`config.mk`:
```
export PLATFORM = sky130hd
export DESIGN_NAME = generic_2clk_fifo_rd_drain_flat
export DESIGN_NICKNAME = d
export VERILOG_FILES = /design/src/rtl/generic_2clk_fifo_rd_drain_pkg.sv /design/src/rtl/generic_2clk_fifo_rd_drain_if.sv /design/src/rtl/generic_2clk_fifo_rd_drain_out_buf.sv /design/src/rtl/generic_2clk_fifo_rd_drain.sv /design/src/flat_wrapper.sv
export SDC_FILE = /design/constraint.sdc
export NUM_CORES = 1
export LEC_CHECK = 0
export CAP_MARGIN = 20
export CORE_MARGIN = 2
export CORE_UTILIZATION = 40
export DETAILED_ROUTE_END_ITERATION = 8
export PLACE_DENSITY_LB_ADDON = 0.1
export SLEW_MARGIN = 30
export SYNTH_ARGS = -nofsm -noshare
export SYNTH_HDL_FRONTEND = slang
export SYNTH_SLANG_ARGS = --single-unit
```
`constraint.sdc`:
```
create_clock -name clk -period 6.1 [get_ports clk]
set_clock_uncertainty 0.15 [all_clocks]
set_input_delay 0.915 -clock clk [delete_from_list [all_inputs] [get_ports clk]]
set_output_delay 0.915 -clock clk [all_outputs]
set_load 0.1 [all_outputs]
```
`src/rtl/generic_2clk_fifo_rd_drain_pkg.sv`:
```
// Shared types for the 2-clock FIFO read-side drain engine.
// Holds the control state encoding and output buffer sizing.
package generic_2clk_fifo_rd_pkg;

  typedef enum logic [1:0] {
    IDLE,
    RUN,
    FLUSH,
    DONE
  } state_e;

  // One slot per in-flight read plus one keeps 1 word/cycle
  function automatic int buf_depth(input int rd_lat);
    return rd_lat + 1;
  endfunction

endpackage

```
`src/rtl/generic_2clk_fifo_rd_drain_if.sv`:
```
// Valid/ready output stream of the read-side drain engine.
// The master drives valid/data; the slave drives ready.
interface generic_2clk_fifo_rd_drain_if #(
  parameter int DAT_WIDTH = 32
);

  logic                 out_valid;
  logic [DAT_WIDTH-1:0] out_data;
  logic                 out_ready;

  modport master (
    output out_valid,
    output out_data,
    input  out_ready
  );

  modport slave (
    input  out_valid,
    input  out_data,
    output out_ready
  );

endinterface

```
`src/rtl/generic_2clk_fifo_rd_drain_out_buf.sv`:
```
// Small circular buffer that absorbs RAM read latency.
// Head word is kept in a register so the stream data is glitch-free.
module generic_rd_out_buf #(
  parameter int DW    = 32,
  parameter int DEPTH = 2,
  parameter int CW    = $clog2(DEPTH + 1)
) (
  input  logic          clk,
  input  logic          rst_n,
  input  logic          push,
  input  logic          pop,
  input  logic          clear,
  input  logic [DW-1:0] wdata,
  output logic [CW-1:0] count,
  output logic [DW-1:0] head_data
);

  localparam int PW = $clog2(DEPTH);

  typedef logic [PW-1:0] ptr_t;

  logic [DW-1:0] mem [DEPTH];
  ptr_t          head;
  ptr_t          tail;
  ptr_t          head_nx;
  ptr_t          tail_nx;
  logic [CW-1:0] cnt_nx;
  logic [DW-1:0] data_nx;
  logic          pop_ok;

  function automatic ptr_t inc(input ptr_t p);
    return (p == ptr_t'(DEPTH - 1)) ? '0 : p + ptr_t'(1);
  endfunction

  assign pop_ok = pop & (count != '0);

  always_comb begin
    head_nx = pop_ok ? inc(head) : head;
    tail_nx = push ? inc(tail) : tail;
    cnt_nx  = count + CW'(push) - CW'(pop_ok);
    // Word written this cycle may become the new head
    data_nx = (push && tail == head_nx) ? wdata : mem[head_nx];
    if (clear) begin
      head_nx = '0;
      tail_nx = '0;
      cnt_nx  = '0;
      data_nx = '0;
    end
  end

  always_ff @(posedge clk) begin
    if (push && !clear)
      mem[tail] <= wdata;
  end

  always_ff @(posedge clk or negedge rst_n) begin
    if (!rst_n) begin
      head      <= '0;
      tail      <= '0;
      count     <= '0;
      head_data <= '0;
    end else begin
      head      <= head_nx;
      tail      <= tail_nx;
      count     <= cnt_nx;
      head_data <= data_nx;
    end
  end

  ovf_a: assert property (@(posedge clk) disable iff (!rst_n)
    !(push && !pop_ok && !clear && count == CW'(DEPTH)));

endmodule

```
`src/rtl/generic_2clk_fifo_rd_drain.sv`:
```
// Read-side engine of the 2-clock FIFO: pops words, hides RAM latency,
// streams them out, and supports flush, counting and error capture.
module generic_2clk_fifo_rd_drain
  import generic_2clk_fifo_rd_pkg::*;
#(
  parameter int DAT_WIDTH = 32,
  parameter int RD_LAT    = 1,
  parameter int CNT_WIDTH = 16
) (
  input  logic                 clk,
  input  logic                 reset_n,
  input  logic                 enable,
  output logic                 rd_op,
  input  logic [DAT_WIDTH-1:0] rd_data,
  input  logic                 rd_empty,
  input  logic                 rd_empty_err,
  generic_2clk_fifo_rd_drain_if.master strm,
  input  logic                 flush_req,
  output logic                 flush_busy,
  output logic                 flush_done,
  output logic [CNT_WIDTH-1:0] word_cnt,
  output logic                 err_sticky,
  input  logic                 err_clr
);

  localparam int BUF_DEPTH = buf_depth(RD_LAT);
  localparam int BCW       = $clog2(BUF_DEPTH + 1);
  localparam int IFW       = $clog2(RD_LAT + 1);

  state_e               state;
  state_e               state_nx;
  logic [RD_LAT-1:0]    pipe;
  logic [IFW-1:0]       inflight;
  logic [BCW-1:0]       buf_cnt;
  logic [DAT_WIDTH-1:0] head;
  logic                 pop;
  logic                 push;
  logic                 clear;
  logic                 land;
  logic                 credit;

  assign land           = pipe[RD_LAT-1];
  assign strm.out_valid = (buf_cnt != '0);
  assign strm.out_data  = head;
  assign pop            = strm.out_valid & strm.out_ready;
  assign flush_busy     = (state == FLUSH);
  assign flush_done     = (state == DONE);

  always_comb begin
    inflight = '0;
    for (int i = 0; i < RD_LAT; i++)
      inflight = inflight + IFW'(pipe[i]);
  end

  // Buffered plus in-flight words must never exceed the buffer
  assign credit = (int'(buf_cnt) + int'(inflight) - int'(pop))
                  < BUF_DEPTH;

  always_ff @(posedge clk or negedge reset_n) begin
    if (!reset_n) state <= IDLE;
    else          state <= state_nx;
  end

  always_comb begin
    state_nx = state;
    unique case (state)
      IDLE:
        if (flush_req)   state_nx = FLUSH;
        else if (enable) state_nx = RUN;
      RUN:
        if (flush_req)    state_nx = FLUSH;
        else if (!enable) state_nx = IDLE;
      FLUSH:
        if (rd_empty && inflight == '0) state_nx = DONE;
      DONE:
        state_nx = enable ? RUN : IDLE;
    endcase
  end

  always_comb begin
    rd_op = 1'b0;
    push  = 1'b0;
    clear = 1'b0;
    unique case (state)
      IDLE: begin
        push  = land;
        clear = flush_req;
      end
      RUN: begin
        rd_op = ~rd_empty & credit;
        push  = land;
        clear = flush_req;
      end
      FLUSH: rd_op = ~rd_empty;
      DONE: ;
    endcase
  end

  generic_rd_out_buf #(
    .DW    (DAT_WIDTH),
    .DEPTH (BUF_DEPTH),
    .CW    (BCW)
  ) u_buf (
    .clk       (clk),
    .rst_n     (reset_n),
    .push      (push),
    .pop       (pop),
    .clear     (clear),
    .wdata     (rd_data),
    .count     (buf_cnt),
    .head_data (head)
  );

  always_ff @(posedge clk or negedge reset_n) begin
    if (!reset_n) begin
      pipe       <= '0;
      word_cnt   <= '0;
      err_sticky <= 1'b0;
    end else begin
      pipe     <= (pipe << 1) | RD_LAT'(rd_op);
      word_cnt <= word_cnt + CNT_WIDTH'(pop);
      if (rd_empty_err || (rd_op && rd_empty))
        err_sticky <= 1'b1;
      else if (err_clr)
        err_sticky <= 1'b0;
    end
  end

endmodule

```
`src/flat_wrapper.sv`:
```
// flat-port wrapper written by rule: the top's interface ports become plain ports
module generic_2clk_fifo_rd_drain_flat import generic_2clk_fifo_rd_pkg::*;
#(
  parameter int DAT_WIDTH = 32,
  parameter int RD_LAT    = 1,
  parameter int CNT_WIDTH = 16
)
  (clk, reset_n, enable, rd_op, rd_data, rd_empty, rd_empty_err, flush_req, flush_busy, flush_done, word_cnt, err_sticky, err_clr, strm_out_valid, strm_out_data, strm_out_ready);
  generic_2clk_fifo_rd_drain_if #(.DAT_WIDTH(DAT_WIDTH)) strm_i ();
  input  logic clk;
  input  logic reset_n;
  input  logic enable;
  output logic rd_op;
  input  logic [DAT_WIDTH-1:0] rd_data;
  input  logic rd_empty;
  input  logic rd_empty_err;
  input  logic flush_req;
  output logic flush_busy;
  output logic flush_done;
  output logic [CNT_WIDTH-1:0] word_cnt;
  output logic err_sticky;
  input  logic err_clr;
  output wire logic [$bits(strm_i.out_valid)-1:0] strm_out_valid;
  output wire logic [$bits(strm_i.out_data)-1:0] strm_out_data;
  input wire logic [$bits(strm_i.out_ready)-1:0] strm_out_ready;
  assign strm_out_valid = strm_i.out_valid;
  assign strm_out_data = strm_i.out_data;
  assign strm_i.out_ready = strm_out_ready;
  generic_2clk_fifo_rd_drain #(.DAT_WIDTH(DAT_WIDTH), .RD_LAT(RD_LAT), .CNT_WIDTH(CNT_WIDTH)) u_core (.clk(clk), .reset_n(reset_n), .enable(enable), .rd_op(rd_op), .rd_data(rd_data), .rd_empty(rd_empty), .rd_empty_err(rd_empty_err), .strm(strm_i), .flush_req(flush_req), .flush_busy(flush_busy), .flush_done(flush_done), .word_cnt(word_cnt), .err_sticky(err_sticky), .err_clr(err_clr));
endmodule
```
==> impl_metrics.json <==
{
  "end_kind": "primary output",
  "num_rows": 41,
  "yosys.cell_types.count": 38,
  "cts_root_buffer": "clkbuf_16",
  "cts_setup_buffers": 0,
  "fin_crit_ps": 4630,
  "r2r-start": "u_core.state[0]",
  "max_freq_mhz": 216,
  "fin_cells": 622,
  "crit_type": "input pin to primary output",
  "drt_wl_total_um": 11200,
  "grt_max_degree": 66,
  "crit_fanout": 7,
  "grt_pass1_vias": 3445,
  "synthCells": 340,
  "path_clk_slew_ps": 50,
  "cp_num_buf_inv": 2,
  "core_area_um2": 12600,
  "drc": 0,
  "layout-drive-gt1-share_pct": 16.4,
  "synth_top_cell_by_area": "edfxtp_1",
  "cts.sinks": 120,
  "clock_latency_ps": 410,
  "r2r-end": "u_core.u_buf.head_data[12]",
  "h-tree-depth": 4,
  "dp_hpwl_um": 6630,
  "dieHeight_um": 117,
  "grt_pass1_wl_um": 17800,
  "vias_per_cell": 5.27,
  "finalSetupViolations": 0,
  "slew_headroom_pct": 31.1,
  "path_cells": "clkdlybuf4s50_1 -> o21ai_4 -> nor2_1 -> fa_1 -> nand2_1 -> nor2_1 -> a311o_1 -> and3_1 -> clkdlybuf4s50_1",
  "area_growth_syn_to_layout_pct": 33.3,
  "overflow": 0,
  "worst_path_max_delay_cell": "clkdlybuf4s50_1",
  "via_count": 3281,
  "arrival_ps": 3570,
  "drv_cap": 0,
  "ant_nets": 0,
  "cp-start-kind": "input pin",
  "synth_top_area_share_pct": 37.5,
  "num_io_pins": 93,
  "hold_path_end": "u_core.word_cnt[15]",
  "cts_tree": "built",
  "fin_ws_ps": 1470,
  "async_reset_ff_share_pct": 46.7,
  "first_pass_iters": 4,
  "avgSynthCellArea_um2": 15.1,
  "wl_per_cell_um": 18.0,
  "initial_utilization_pct": 40.7,
  "worst_pin_slew_ps": 1030,
  "port_buffers": 92,
  "drt_iter0_drc": 138,
  "hold_viol_final": 0,
  "max_stage_delay_ps": 960,
  "r2r_cells": 8,
  "synth.cell_area_um2": 5120,
  "synthTopCellsByCount": "edfxtp_1, o211ai_1, dfrtp_1, a2bb2oi_2, inv_1",
  "gp_congestion": 0.834,
  "ys_ff_latch": 120,
  "cts_buffers": 17,
  "hp-class": "flop to flop",
  "setup-tns-final_ps": 0,
  "ys.flop_type": "edfxtp_1",
  "required_ps": 5030,
  "r2r_slack_ps": 2610,
  "nets": 491,
  "synth_edf_count": 64,
  "rsz0062_at_grt": "no",
  "cts_resized": 0,
  "postCtsHoldBufs": 0,
  "outcome": "finished clean",
  "synth_fp_nets": 394,
  "antenna_found_initial": 0,
  "timing.final.crit_share_pct": 76.0,
  "placed_cells_incl_taps": 589,
  "diodes": 0,
  "ys_seq_area_share_pct": 64.9,
  "hold_depth": 1,
  "ys_warn_count": 0,
  "die_w_um": 117,
  "die_area_um2": 13700,
  "min-delay-start": "u_core.word_cnt[15]",
  "clk_path_buf_depth": 2,
  "pre_cts_ws_ps": 1450,
  "worst_path_dominant_cell_family": "buffers and inverters",
  "fillerInstances": 1042,
  "synthTopCellsByArea": "edfxtp_1, dfrtp_1, o211ai_1",
  "grtUsageTotal_pct": 17.6,
  "maxSlewViolCount": 0
}
[state kept, by name, indices dropped and copies added, names as in the netlist]
signal and flops:
u_core.u_buf.tail 1, u_core.state 2, u_core.u_buf.head_data 32, u_core.u_buf.head 1, u_core.err_sticky 1, u_core.u_buf.mem 64, u_core.u_buf.count 2, u_core.land 1
u_core.word_cnt 16
[cell families (layout without fill, tap and decap cells)]
| kind of cell | Yosys count | in the layout | share of synthesized area, % |
|---|---|---|---|
| xor gates and xnor gates | 19 | 19 | 3.54 |
| DFF | 120 | 120 | 64.9 |
| and+or+nand+nor | 38 | 38 | 3.81 |
| buffers and inverters | 36 | 146 | 2.98 |
| muxes | 2 | 2 | 0.635 |
| adders and majority gates | 14 | 14 | 3.57 |
| AOI/OAI and AO/OA | 111 | 111 | 20.6 |
[stage by stage]
stage | area (µm²) | hold WS, ps | utilization, %
after global placement | 6250 | 314 | 49.7
after CTS | 6800 | 331 | 54.1
after detailed placement | 6280 | 320 | 50.0
after floorplan | 5120 | 377 | -
final | 6830 | 321 | 54.3
after global routing | 6830 | 348 | 54.3
[metal layers]
metal	track usage, %	wire (µm)
met1	21.3	4910
met2	28.9	5550
met3	5.25	495
met4	8.47	233
met5	0	0
[layout make-up]
cell class | count | area, µm² | area share (%)
Multi-Input combinational cell | 184 | 1710 | 25.1
Timing Repair Buffer | 100 | 1000 | 14.7
Clock inverter | 5 | 47.5 | 0.696
Tap cell | 172 | 215 | 3.15
Clock buffer | 27 | 473 | 6.93
Sequential cell | 120 | 3320 | 48.7
Inverter | 14 | 52.6 | 0.770
[worst max path at each step]
stage,startpoint,end,slack (ps),cells after the start
final,strm_out_ready,rd_op,1470,9
after global routing,strm_out_ready,rd_op,1340,9
after global placement,strm_out_ready,rd_op,1470,9
after CTS,strm_out_ready,rd_op,1440,9
after floorplan,flush_req,u_core.u_buf.mem[0][0],2290,1
after detailed placement,strm_out_ready,rd_op,1450,9
[layout by cell type (no fill, tap or decap), drive strengths merged, types with 2 or more instances in the layout]
cell type / Yosys / routed
a21oi: 3 / 3
a2bb2oi: 32 / 32
a31o: 2 / 2
and3: 3 / 3
buf: 10 / 9
clkbuf: 12 / 27
clkdlybuf4s50: 0 / 91
clkinv: 0 / 4
dfrtp: 56 / 56
edfxtp: 64 / 64
ha: 13 / 13
inv: 14 / 14
mux2i: 2 / 2
nand2: 5 / 5
nand3: 7 / 7
nand4: 3 / 3
nor2: 10 / 10
nor3: 3 / 3
o211ai: 64 / 64
o21ai: 6 / 6
or2: 3 / 3
xnor2: 14 / 14
xor2: 5 / 5
Power is not shown: default switching activity piles up to over one toggle a cycle in this logic, so the estimate is an artifact.
